## config.mk

```make
export PLATFORM = sky130hd
export DESIGN_NAME = reg_dump_reader
export DESIGN_NICKNAME = d
export VERILOG_FILES = /design/src/rtl/reg_dump_reader.sv
export SDC_FILE = /design/constraint.sdc
export NUM_CORES = 1
export LEC_CHECK = 0
export ABC_AREA = 0
export CAP_MARGIN = 10
export CORE_MARGIN = 3
export CORE_UTILIZATION = 46
export CTS_CLUSTER_SIZE = 10
export DETAILED_ROUTE_END_ITERATION = 10
export PLACE_DENSITY = 0.8
export SETUP_SLACK_MARGIN = 0.15
export SLEW_MARGIN = 5
export SYNTH_ARGS = -nofsm -noshare
export SYNTH_HDL_FRONTEND = slang
export SYNTH_SLANG_ARGS = --single-unit
```

## constraint.sdc

```tcl
create_clock -name clk -period 2.32 [get_ports clk]
set_input_delay 0.464 -clock clk [delete_from_list [all_inputs] [get_ports clk]]
set_output_delay 0.464 -clock clk [all_outputs]
set_load 0.1 [all_outputs]
```

## src/rtl/reg_dump_reader.sv

```systemverilog
// reg_dump_reader: walks registers FIRST_REG..LAST_REG through a combinational
// register-file read port and streams each value out over valid/ready, tagged
// with its index, while accumulating an XOR checksum of the words accepted.
//
// Ports:
//   clk, reset      clock; synchronous active-high reset
//   start, abort    begin a dump (IDLE only) / cancel a dump in progress
//   rf_addr, rf_re  register-file read index and port-ownership enable
//   rf_data         combinational read data for rf_addr
//   out_valid/out_ready/out_data/out_index   output word stream
//   busy            dump in progress (core must stall)
//   done            one-cycle pulse after the last word is accepted
//   checksum        XOR of all words accepted in the current or last dump
module reg_dump_reader #(
  parameter int unsigned DATA_W    = 64,
  parameter int unsigned ADDR_W    = 5,
  parameter int unsigned FIRST_REG = 0,
  parameter int unsigned LAST_REG  = 31
) (
  input  logic              clk,
  input  logic              reset,
  input  logic              start,
  input  logic              abort,
  output logic [ADDR_W-1:0] rf_addr,
  output logic              rf_re,
  input  logic [DATA_W-1:0] rf_data,
  output logic              out_valid,
  input  logic              out_ready,
  output logic [DATA_W-1:0] out_data,
  output logic [ADDR_W-1:0] out_index,
  output logic              busy,
  output logic              done,
  output logic [DATA_W-1:0] checksum
);

  typedef enum logic [1:0] {
    IDLE = 2'd0,
    READ = 2'd1,
    SEND = 2'd2,
    DONE = 2'd3
  } state_t;

  localparam logic [ADDR_W-1:0] FIRST_IDX = ADDR_W'(FIRST_REG);
  localparam logic [ADDR_W-1:0] LAST_IDX  = ADDR_W'(LAST_REG);

  state_t              state_q, state_d;
  logic [ADDR_W-1:0]   addr_d;
  logic                re_d;
  logic                valid_d;
  logic [DATA_W-1:0]   data_d;
  logic [ADDR_W-1:0]   index_d;
  logic                busy_d;
  logic                done_d;
  logic [DATA_W-1:0]   sum_d;

  // State and all outputs are registered; rf_addr doubles as the walk index.
  always_ff @(posedge clk) begin
    if (reset) begin
      state_q   <= IDLE;
      rf_addr   <= '0;
      rf_re     <= 1'b0;
      out_valid <= 1'b0;
      out_data  <= '0;
      out_index <= '0;
      busy      <= 1'b0;
      done      <= 1'b0;
      checksum  <= '0;
    end else begin
      state_q   <= state_d;
      rf_addr   <= addr_d;
      rf_re     <= re_d;
      out_valid <= valid_d;
      out_data  <= data_d;
      out_index <= index_d;
      busy      <= busy_d;
      done      <= done_d;
      checksum  <= sum_d;
    end
  end

  // Next state and next registered-output values.
  always_comb begin
    state_d = state_q;
    addr_d  = rf_addr;
    re_d    = 1'b0;
    valid_d = out_valid;
    data_d  = out_data;
    index_d = out_index;
    busy_d  = 1'b0;
    done_d  = 1'b0;
    sum_d   = checksum;

    case (state_q)
      IDLE: begin
        if (start) begin
          state_d = READ;
          addr_d  = FIRST_IDX;
          re_d    = 1'b1;
          busy_d  = 1'b1;
          sum_d   = '0;
        end
      end

      READ: begin
        if (abort) begin
          state_d = IDLE;
          valid_d = 1'b0;
        end else begin
          state_d = SEND;
          data_d  = rf_data;
          index_d = rf_addr;
          valid_d = 1'b1;
          busy_d  = 1'b1;
        end
      end

      SEND: begin
        // Abort overrides a same-cycle handshake: the word is not counted.
        if (abort) begin
          state_d = IDLE;
          valid_d = 1'b0;
        end else begin
          busy_d = 1'b1;
          if (out_valid && out_ready) begin
            sum_d   = checksum ^ out_data;
            valid_d = 1'b0;
            if (rf_addr == LAST_IDX) begin
              state_d = DONE;
              busy_d  = 1'b0;
              done_d  = 1'b1;
            end else begin
              state_d = READ;
              addr_d  = rf_addr + ADDR_W'(1);
              re_d    = 1'b1;
            end
          end
        end
      end

      DONE: begin
        state_d = IDLE;
      end

      default: begin
        state_d = IDLE;
      end
    endcase
  end

endmodule
```

==> summary.txt <==
Outcome
  • Run status: complete, no violations

Logic synthesis
  • Main combinational cell family by area after synthesis: simple AND/OR/NAND/NOR gates
  • Xor/xnor share of the synthesized area: 0
  • Sequential fraction of the synthesis area: 0.4504
  • Largest cells by area after synthesis: dfxtp_1, a21oi_1, a311oi_1
  • Compound-Gate Fraction of Synth Area: 0.2141
  • Syn_nets: 812
  • Post-synthesis adder-cell area fraction: 0.003910
  • Synth cell count leaders: dfxtp_1, nand2_1, a21oi_1
  • Synth Register Bits: 144
  • Cell taking the most area after synthesis: dfxtp_1
  • Number of synthesized flops with an enable pin: 0
  • Primary FF master, synth: dfxtp_1
  • Area share of the largest cell type after synthesis: 0.4504
  • Ys async rst share: 0
  • Netlist Area Pre-Place: 6400 um2
  • Multiplexer area fraction after synthesis: 0.001760
  • Mapped Cells: 741
  • Cell with the most instances after synthesis: dfxtp_1
  • Post-Synth Simple-Gate Area: 0.2827
  • Netlist cell types: 33
  • Average size of a mapped cell: 8.637 um2
  • Synth Warn #: 0

STA
  • Setup violations, final: 0
  • TNS Setup: 0 ns
  • Maximum clock rate: 0.5085 GHz
  • Worst-margin pin slew: 0.4964 ns
  • Tcrit/Tclk final: 0.8476
  • Unrepaired setup endpoints after global routing: false
  • Worst setup slack after layout: 0.3535 ns
  • Min Hold Slack: 0.4557 ns
  • Skew final: 0.01398 ns
  • Final Hold Fails: 0
  • Minimum clock period: 1.966 ns
  • Slew headroom: 0.6691
  • Pins over their slew limit: 0

Die
  • Die height: 124.0 um
  • Die area: 15360 um2
  • Starting density of the core: 0.4776
  • FP Rows: 42
  • Ports: 211
  • Die X: 124.0 um
  • Core footprint: 13400 um2

GRT
  • First-pass GRT wire length: 30220 um
  • Initial antenna violation count: 0
  • Congestion Overflow GR: 0
  • Vias in the first global route: 5870
  • Largest net degree at the start of global routing: 51
  • GRT Total Usage: 0.2491

Setup path
  • Worst Path Required: 2.62 ns
  • CP startpoint kind: flip-flop
  • Max FO, Critical Path: 6
  • Worst Setup End Kind: flip-flop
  • CP arrival: 2.27 ns
  • Critical path class: flip-flop to flip-flop

Clock tree
  • CTS sink cnt: 144
  • TritonCTS clock tree: built
  • Worst-skew pair later-pin latency: 0.42 ns
  • Clock root buffer: clkbuf_16
  • Post_cts resized: 0
  • H-tree depth: 4
  • CTS Buf Count: 17
  • Clock transition at path regs: 0.06 ns
  • Hold buffers post-CTS: 0
  • Postcts setup bufs: 0
  • Clock tree buffer depth: 2

Route
  • WL/cell: 17.30 um
  • DRT iter0 DRCs: 527
  • WL final: 19210 um
  • Detail Route Antenna Nets: 0
  • Via count: 6345
  • DRC violations left: 0
  • First drt pass iteration count: 5
  • Drt via density: 5.716

Hold path
  • HP Class: flip-flop to flip-flop

Power and ir drop
  • P_sw: 1.518 mW
  • Switching part of the total: 0.2523
  • Clock share of power: 0.458
  • Leak Pwr: 3.462 nW
  • Max VDD drop: 1.038 mV
  • Comb pwr share: 0.117
  • Cell Pwr Density: 675.2 nW/um2
  • Power share of the sequential group: 0.425
  • Power Internal: 4.499 mW

Final layout
  • Filler instances: 1142
  • Final instance area: 8912 um2
  • Layout Nets: 993
  • P&R area growth vs syn: 39.26%
  • Antenna diode count: 0
  • Share of cells above drive strength 1: 0.2173

Placed design
  • Final HPWL DP: 12360 um
  • DP Worst Slack: 0.2016 ns
  • Placed Instance Area: 8322 um2
  • IO buf count: 210
  • Routability cong.: 0.7828

Run
  • Max-Cap Viols: 0
-- cell type report --
type	instances	area, um2	share of cell area
Timing Repair Buffer	232	1972	0.2213
Tap cell	176	220.2	0.02471
Clock buffer	25	485.5	0.05447
Sequential cell	144	2888	0.3240
Multi-Input combinational cell	525	3234	0.3629
Clock inverter	6	105.1	0.01179
Inverter	2	7.507	0.0008423
-- cells by family (layout without fill, tap and decap cells) --
group           after synthesis  in the layout
simple gates                310            310
flops                       144            144
buf+inv                      72            265
compound gates              212            212
fa+ha+maj                     2              2
mux                           1              1
-- metal layers --
metal	wire, um	global-route usage
met5	0	0
met4	427	0.09446
met3	1309	0.06449
met2	9310	0.3971
met1	8159	0.3252
-- critical path, stage by stage, from the launching register on --
cell      delay (ns)
dfxtp_2         0.36
ha_1            0.24
and3_1          0.19
ha_1            0.19
nand3b_1        0.27
o221a_2         0.35
mux2_2          0.26
-- sequential cells by signal, indices dropped and copies added, names as in the netlist --
signal	count
checksum	64
done	1
busy	1
out_index	5
state_q	2
rf_re	1
out_valid	1
rf_addr	5
out_data	64
-- per-stage QoR --
step           total power, mW  std cells  utilization
5_1_grt                  6.212       1110       0.6651
3_5_place_dp             3.317       1079       0.6210
6_report                 6.017       1110       0.6651
3_3_place_gp             3.312       1079       0.6210
4_1_cts                  6.069       1110       0.6651
2_1_floorplan            3.056        741            -
-- layout by cell type (no fill, tap or decap), types with 2 or more instances in the layout --
master / instances
ha_1: 2
a22o_1: 2
and2_1: 43
nor2_1: 2
buf_4: 160
nor3_1: 2
nand2b_1: 25
buf_12: 5
bufinv_16: 3
inv_1: 2
o22a_1: 2
dfxtp_1: 140
clkbuf_8: 3
a311oi_1: 65
nand2_1: 141
a31oi_1: 22
clkbuf_16: 17
clkinv_2: 3
nand4b_1: 44
a21oi_1: 114
clkdlybuf4s50_1: 67
a21o_1: 2
and3b_1: 42
clkbuf_1: 5
dfxtp_2: 4
-- worst paths after layout --
kind	slack, ns	depth (start not counted)	end	startpoint
max reg2reg	0.35	6	rf_addr[0]	rf_addr[0]
min reg2reg	0.46	2	out_index[4]	out_index[4]
min	0.46	2	out_index[4]	out_index[4]
max	0.35	6	rf_addr[0]	rf_addr[0]
-- power groups by stage --
stage	clock (mW)	combinational, mW	sequential (mW)
2_1_floorplan	0	0.187	2.87
3_3_place_gp	0	0.701	2.61
3_5_place_dp	0	0.705	2.61
4_1_cts	2.80	0.706	2.56
5_1_grt	2.90	0.744	2.56
6_report	2.75	0.705	2.56
No activity file was read; power rests on OpenSTA's default activity.
